## src/rtl/bcd_to_binary_converter_pkg.sv

```systemverilog
// Shared definitions for the BCD <-> binary converters.
//   state_e : conversion FSM states (idle, shifting, result presentation)
//   clog2   : constant function used to size the shift-step counter
package bcd_to_binary_converter_pkg;

    typedef enum logic [1:0] {
        StIdle   = 2'd0,
        StShift  = 2'd1,
        StFinish = 2'd2
    } state_e;

    // Smallest r with 2**r >= value; 0 for value <= 1.
    function automatic int unsigned clog2(input int unsigned value);
        int unsigned r;
        r = 0;
        while ((64'd1 << r) < {32'd0, value}) begin
            r++;
        end
        return r;
    endfunction

endpackage

```

## src/rtl/bcd_digit_corrector.sv

```systemverilog
// Reverse double-dabble correction for one BCD digit.
//   nibble_i : digit after the right shift
//   nibble_o : nibble_i - 3 when nibble_i >= 8, otherwise nibble_i unchanged
module bcd_digit_corrector (
    input  logic [3:0] nibble_i,
    output logic [3:0] nibble_o
);

    // A digit >= 8 after the shift means a 1 moved down from the next decade (worth 5
    // instead of 8), so take 3 back off. The subtract stays within 4 bits.
    always_comb begin
        nibble_o = nibble_i;
        if (nibble_i >= 4'd8) begin
            nibble_o = nibble_i - 4'd3;
        end
    end

endmodule

```

## src/rtl/bcd_to_binary_converter.sv

```systemverilog
// Sequential packed-BCD to binary converter (reverse double-dabble).
//   Clk           : clock, rising edge
//   reset         : asynchronous active-high reset; aborts a conversion in flight
//   start         : request a conversion, accepted only when idle
//   BCDNumber     : packed BCD operand, digit 0 in bits [3:0], sampled on acceptance
//   busy          : conversion in progress
//   done          : one-cycle pulse, results valid
//   BinaryNumber  : result (input mod 2**BitWidth), held until the next done
//   invalid_digit : some input nibble was > 9, held until the next done
//   overflow      : input exceeded 2**BitWidth-1, held until the next done
module bcd_to_binary_converter
    import bcd_to_binary_converter_pkg::*;
#(
    parameter int unsigned BitWidth  = 17,
    parameter int unsigned BCDDigits = 6
) (
    input  logic                   Clk,
    input  logic                   reset,
    input  logic                   start,
    input  logic [BCDDigits*4-1:0] BCDNumber,
    output logic                   busy,
    output logic                   done,
    output logic [BitWidth-1:0]    BinaryNumber,
    output logic                   invalid_digit,
    output logic                   overflow
);

    localparam int unsigned BcdW = BCDDigits * 4;
    localparam int unsigned CntW = clog2(BitWidth + 1);
    localparam logic [CntW-1:0] LastCnt = CntW'(BitWidth);

    state_e              state_q;
    logic [CntW-1:0]     cnt_q;
    logic [BcdW-1:0]     bcd_q;
    logic [BitWidth-1:0] bin_q;

    logic [BcdW-1:0]     bcd_shift;
    logic [BcdW-1:0]     bcd_corr;
    logic [BitWidth-1:0] bin_shift;
    logic                input_invalid;

    // Working register {bcd_q, bin_q} shifted right by one, zero into the MSB.
    always_comb begin
        bcd_shift = {1'b0, bcd_q[BcdW-1:1]};
        bin_shift = {bcd_q[0], bin_q[BitWidth-1:1]};
    end

    for (genvar g = 0; g < BCDDigits; g++) begin : g_corr
        bcd_digit_corrector u_corr (
            .nibble_i (bcd_shift[g*4 +: 4]),
            .nibble_o (bcd_corr[g*4 +: 4])
        );
    end

    always_comb begin
        input_invalid = 1'b0;
        for (int i = 0; i < BCDDigits; i++) begin
            if (BCDNumber[i*4 +: 4] > 4'd9) begin
                input_invalid = 1'b1;
            end
        end
    end

    // Results and done are registered on the edge that enters StFinish, so they appear
    // together for the single cycle spent there.
    always_ff @(posedge Clk or posedge reset) begin
        if (reset) begin
            state_q       <= StIdle;
            cnt_q         <= '0;
            bcd_q         <= '0;
            bin_q         <= '0;
            busy          <= 1'b0;
            done          <= 1'b0;
            BinaryNumber  <= '0;
            invalid_digit <= 1'b0;
            overflow      <= 1'b0;
        end else begin
            case (state_q)
                StIdle: begin
                    if (start) begin
                        bcd_q <= BCDNumber;
                        bin_q <= '0;
                        cnt_q <= CntW'(1);
                        if (input_invalid) begin
                            state_q       <= StFinish;
                            done          <= 1'b1;
                            BinaryNumber  <= '0;
                            invalid_digit <= 1'b1;
                            overflow      <= 1'b0;
                        end else begin
                            state_q <= StShift;
                            busy    <= 1'b1;
                        end
                    end
                end
                StShift: begin
                    bin_q <= bin_shift;
                    if (cnt_q == LastCnt) begin
                        // Final step is uncorrected; any residue left means the value
                        // did not fit in BitWidth bits.
                        bcd_q         <= bcd_shift;
                        state_q       <= StFinish;
                        busy          <= 1'b0;
                        done          <= 1'b1;
                        BinaryNumber  <= bin_shift;
                        overflow      <= (bcd_shift != '0);
                        invalid_digit <= 1'b0;
                    end else begin
                        bcd_q <= bcd_corr;
                        cnt_q <= cnt_q + CntW'(1);
                    end
                end
                StFinish: begin
                    done    <= 1'b0;
                    state_q <= StIdle;
                end
                default: begin
                    state_q <= StIdle;
                    busy    <= 1'b0;
                    done    <= 1'b0;
                end
            endcase
        end
    end

endmodule
```

## config.mk

```make
export PLATFORM = sky130hd
export DESIGN_NAME = bcd_to_binary_converter
export DESIGN_NICKNAME = d
export VERILOG_FILES = /design/src/rtl/bcd_to_binary_converter_pkg.sv /design/src/rtl/bcd_digit_corrector.sv /design/src/rtl/bcd_to_binary_converter.sv
export SDC_FILE = /design/constraint.sdc
export NUM_CORES = 1
export LEC_CHECK = 0
export CORE_ASPECT_RATIO = 0.6
export CORE_MARGIN = 2
export CORE_UTILIZATION = 50
export CTS_BUF_LIST = sky130_fd_sc_hd__clkbuf_8 sky130_fd_sc_hd__clkbuf_16
export CTS_CLUSTER_DIAMETER = 50
export CTS_CLUSTER_SIZE = 28
export DETAILED_ROUTE_END_ITERATION = 8
export GPL_TIMING_DRIVEN = 1
export PLACE_DENSITY = 0.76
export SKIP_LAST_GASP = 1
export SYNTH_ARGS = -nofsm -noshare
export SYNTH_HDL_FRONTEND = slang
export SYNTH_SLANG_ARGS = --single-unit
```

## constraint.sdc

```tcl
create_clock -name Clk -period 2.8 [get_ports Clk]
set_input_delay 0.84 -clock Clk [delete_from_list [all_inputs] [get_ports Clk]]
set_output_delay 0.84 -clock Clk [all_outputs]
set_load 0.03 [all_outputs]
```

==> results.yml, run 1 <==
worst_setup_path:
  cp_max_fo: 2
  crit_path_start_kind: "flip-flop"
  path_delay_family: "buffers and inverters"
  crit_buf_inv: 1
  crit_slowest_cell: "clkdlybuf4s50_1"
  worstPathArrival_ps: 1440
  crit_type: "flip-flop to output port"
  cpPeakStageDelay_ps: 690
  cp-end-kind: "output port"
  crit_chain: "clkdlybuf4s50_1"
  required_ps: 1960
global_route:
  grt_first_pass_wirelength_mm: 13.3
  grt_pass1_vias: 2516
  track_usage_pct: 25.2
  grt_max_degree: 69
  overflow: 0
  antenna_found_initial: 0
pwr:
  power_frac_seq_pct: 45.6
  leakage_nw: 1.85
  combPwrFrac_pct: 24.9
  sw_frac_of_total_pct: 32.7
  intPower_mw: 1.87
  ir_worst_vdd_v: 0.000357
  p_per_area_nw_per_um2: 687
  p_switching_mw: 0.907
  p_clk_share_pct: 29.5
floorplan:
  die_area_um2: 7200
  core.rowCount: 22
  die-width_um: 108
  coreArea_um2: 6190
  boundaryPins: 48
  initial_utilization_pct: 52.6
  die_height_um: 66.5
outcome:
  outcome: "finished clean"
cts:
  numCtsBuffers: 9
  cts_hold_buf: 0
  cts_resized: 0
  cts_max_level: 3
  clock-sinks: 68
  clk_root_buffer_cell: "clkbuf_8"
  clk_pin_slew_ps: 80
  clk_path_buf_depth: 2
  tritoncts: "done"
  postCtsSetupBuffers: 0
  clkLatencyLatePin_ps: 360
finish:
  finalNetCount: 381
  drive_above_1_share_pct: 8.93
  antennaDiodeCount: 0
  syn_to_final_growth_pct: 24.0
synthesis:
  syn_inst: 292
  ys_types: 42
  synth_area_leader_cell: "dfrtp_1"
  synth.top_cell.area_share_pct: 52.2
  synth.most_common_cell: "dfrtp_1"
  yosysWarnings: 0
  yosysSeqAreaShare_pct: 52.2
  netlist_top_cells_count: "dfrtp_1 (68), a22o_1 (36), nand2_1 (20)"
  dominantRegCellSynth: "dfrtp_1"
  ys_async_sr_fraction_pct: 100
  syn_area_um2: 3260
  yosys-top-cells-area: "dfrtp_1 (52%), a22o_1 (9.7%), ha_1 (4.6%)"
  avgSynthCellArea_um2: 11.2
  synth-edff-count: 0
  syn_nets: 331
  synth-seq-cells: 68
timing:
  fmax_mhz: 438
  finClkSkew_ps: 9.17
  hold_viol_final: 0
  setup_ws_ps: 518
  setup_violations: 0
  tightest_slew_ps: 659
  rsz0062_at_grt: "false"
  period_minus_slack_ps: 2280
  min_period_over_period_pct: 81.5
  setup_tns_ps: 0
  drv_slew: 0
  max_slew_margin_pct: 55.5
job:
  maxCapViolations: 0
placement:
  dp_hpwl_mm: 5.40
  port_buffers: 47
  gp_congestion: 0.867
  post-place-ws_ps: 283
drt:
  vias: 2521
  ant_nets: 0
  wirelength_mm: 7.92
  dr.pass1.iters: 6
  drc_errors: 0
  avgViaCountPerCell: 5.85
  drt_iter0_drc: 168
  routedWlPerCell_um: 18.4
min_path:
  hold_path_class: "flip-flop to flip-flop"
cell type report:
type                       instances  area, um2
sequential                        68       1700
clock buffer                      10        138
tap                               84        105
fill                             478       2150
multi-input combinational        193       1410
timing repair buffer              57        571
clock inverter                     6       63.8
inverter                          13       48.8
cells by family (layout without fill, tap and decap cells):
kind of cell,count (synthesis),in the layout,share of synthesized area (%)
buffers and inverters,31,86,4.42
XOR/XNOR,12,12,3.23
flip-flops,68,68,52.2
multiplexers,5,5,1.54
AND/OR/NAND/NOR,64,64,11.6
adder cells (fa/ha/maj),12,12,4.61
AO/OA/AOI/OAI,100,100,22.4
registers in the layout, indices dropped and copies added, names as in the netlist:
name	count
BinaryNumber	17
overflow	1
state_q	2
invalid_digit	1
done	1
bcd_q	24
bin_q	16
busy	1
cnt_q	5
stage by stage:
stage	hold WS (ps)	util (%)	instance area (um2)	cells	power, mW
after floorplan	466	-	3260	292	1.72
after global placement	484	62.0	3840	415	1.94
after detailed placement	489	62.0	3840	415	1.96
after CTS	506	65.2	4040	431	2.78
after global routing	527	65.2	4040	431	2.93
final	501	65.2	4040	431	2.77
routing by layer:
metal,global-route usage [%],wire (um),vias to the layer above
met5,0,0,-
met2,32.5,3210,96
met1,38.5,3940,1232
met4,8.65,83,0
li1,-,-,1184
met3,8.61,690,9
power by group through the flow:
| stage | sequential, mW | combinational [mW] | clock, mW |
|---|---|---|---|
| 2_1_floorplan | 1.25 | 0.470 | 0 |
| 3_3_place_gp | 1.27 | 0.663 | 0 |
| 3_5_place_dp | 1.28 | 0.684 | 0 |
| 4_1_cts | 1.26 | 0.689 | 0.830 |
| 5_1_grt | 1.29 | 0.772 | 0.874 |
| 6_report | 1.27 | 0.692 | 0.818 |
layout by cell type (no fill, tap or decap), drive strengths merged, types with 7 or more instances in the layout:
master and count:
o21ai 25, inv 13, buf 10, nand3b 10, a22oi 10, nand2 20, nor2 10, ha 12
a21oi 13, a22o 36, xor2 7, clkbuf 10, dfrtp 68, clkdlybuf4s50 47
worst paths after layout:
check | from | end | cells past startpoint | slack [ps]
max | BinaryNumber[0]$_DFFE_PP0P_ | BinaryNumber[0] | 1 | 520
min | BinaryNumber[6]$_DFFE_PP0P_ | BinaryNumber[6]$_DFFE_PP0P_ | 1 | 500
max reg2reg | cnt_q[1]$_DFFE_PP0P_ | overflow$_DFFE_PP0P_ | 7 | 900
min reg2reg | BinaryNumber[6]$_DFFE_PP0P_ | BinaryNumber[6]$_DFFE_PP0P_ | 1 | 500
max in group asynchronous | reset | bin_q[2]$_DFFE_PP0P_ | 3 | 1630
min in group asynchronous | reset | BinaryNumber[15]$_DFFE_PP0P_ | 3 | 880
(Power assumes the default switching activity.)
==> inputs of run 2 (changes only) <==
==> constraint.sdc (replaced) <==
create_clock -name Clk -period 2.13 [get_ports Clk]
set_input_delay 0.639 -clock Clk [delete_from_list [all_inputs] [get_ports Clk]]
set_output_delay 0.639 -clock Clk [all_outputs]
set_load 0.03 [all_outputs]
==> results.yml, run 2 (synthesized netlist as in run 1, its figures left out) <==
timing:
  max_slew_margin_pct: 60.4
  hold_viol_final: 0
  tightest_slew_ps: 586
  setup_ws_ps: 71.1
  fmax_mhz: 486
  setup_tns_ps: 0
  min_period_over_period_pct: 96.7
  drv_slew: 0
  period_minus_slack_ps: 2060
  setup_violations: 0
  finClkSkew_ps: 10.6
  rsz0062_at_grt: "false"
drt:
  ant_nets: 0
  wirelength_mm: 7.81
  drt_iter0_drc: 173
  vias: 2567
  routedWlPerCell_um: 17.7
  dr.pass1.iters: 4
  drc_errors: 0
  avgViaCountPerCell: 5.81
placement:
  port_buffers: 47
  dp_hpwl_mm: 5.47
  post-place-ws_ps: -137
  gp_congestion: 0.921
global_route:
  grt_util_met2_pct: 35.8
  overflow: 0
  grt_first_pass_wirelength_mm: 13.3
  met3_usage_pct: 7.44
  track_usage_pct: 25.1
  antenna_found_initial: 0
  gr-usage-met1_pct: 37.5
  grt_pass1_vias: 2571
  grt_max_degree: 56
  busiest_layer: "met1"
worst_setup_path:
  cp-end-kind: "output port"
  crit_buf_inv: 1
  crit_chain: "clkdlybuf4s50_1"
  critical_path_depth: 1
  required_ps: 1490
  crit_path_start_kind: "flip-flop"
  worstPathArrival_ps: 1420
  path_delay_family: "buffers and inverters"
  reg2reg_depth: 6
  crit_type: "flip-flop to output port"
  cpPeakStageDelay_ps: 690
  crit_slowest_cell: "clkdlybuf4s50_1"
  cp_max_fo: 2
finish:
  antennaDiodeCount: 0
  drive_above_1_share_pct: 11.5
  regMostFlops: "bcd_q"
  layout_commonest_cell: "dfrtp_1"
  layout_common_cells: "dfrtp_1 (68), clkdlybuf4s50_1 (47), a22o_1 (36)"
  largest_reg_flops: 24
  finalNetCount: 392
  reg_top3: "bcd_q: 24 flops, BinaryNumber: 17 flops, bin_q: 16 flops"
  syn_to_final_growth_pct: 27.5
pwr:
  power_mw: 3.75
  p_per_area_nw_per_um2: 903
  leakage_nw: 1.91
  ir_worst_vdd_v: 0.000587
floorplan:
  coreArea_um2: 6190
  die_height_um: 66.5
  die_area_um2: 7200
  boundaryPins: 48
  die-width_um: 108
  core.rowCount: 22
  initial_utilization_pct: 52.6
cts:
  clk_pin_slew_ps: 80
  clk_path_buf_depth: 2
  cts_resized: 0
  cts_max_level: 3
  tritoncts: "done"
  numCtsBuffers: 9
  clock-sinks: 68
  postCtsSetupBuffers: 0
  cts_hold_buf: 0
  clkLatencyLatePin_ps: 350
  clk_root_buffer_cell: "clkbuf_8"
min_path:
  hold_path_class: "flip-flop to flip-flop"
  hold_depth: 1
job:
  maxCapViolations: 0
outcome:
  outcome: "finished clean"
-- run 2: where the power goes --
part | internal (mW) | leakage (nW) | switching [mW]
Combinational | 0.456 | 0.911 | 0.481
Clock | 0.656 | 0.115 | 0.493
Sequential | 1.46 | 0.889 | 0.203
Total | 2.57 | 1.91 | 1.18
-- run 2: final cells by class --
type | count | area [um2]
clock buffer | 9 | 124
multi-input combinational | 193 | 1410
inverter | 13 | 52.6
fill | 475 | 2040
timing repair buffer | 68 | 666
sequential | 68 | 1700
tap | 84 | 105
clock inverter | 7 | 91.3
-- run 2: worst paths after layout --
path	startpoint	to	slack, ps
worst max-delay path	BinaryNumber[4]$_DFFE_PP0P_	BinaryNumber[4]	70
worst min-delay path	bin_q[1]$_DFFE_PP0P_	BinaryNumber[0]$_DFFE_PP0P_	500
worst max register to register	cnt_q[0]$_DFFE_PP0P_	bcd_q[9]$_DFFE_PP0P_	320
worst min register to register	bin_q[1]$_DFFE_PP0P_	BinaryNumber[0]$_DFFE_PP0P_	500
max in group asynchronous	reset	bcd_q[4]$_DFFE_PP0P_	1160
min in group asynchronous	reset	bcd_q[12]$_DFFE_PP0P_	690
-- run 2: through the flow --
| step | instances | hold WS (ps) | cell area [um2] | utilization [%] |
|---|---|---|---|---|
| 2_1_floorplan | 292 | 466 | 3260 | - |
| 3_3_place_gp | 426 | 485 | 3940 | 63.6 |
| 3_5_place_dp | 426 | 489 | 3940 | 63.6 |
| 4_1_cts | 442 | 502 | 4150 | 67.0 |
| 5_1_grt | 442 | 511 | 4150 | 67.0 |
| 6_report | 442 | 502 | 4150 | 67.0 |
-- run 2: metal layers --
metal	part of all wire, %	wire length, um
met1	49	3860
met2	43	3330
met3	7.3	566
met4	0.65	51
met5	0	0
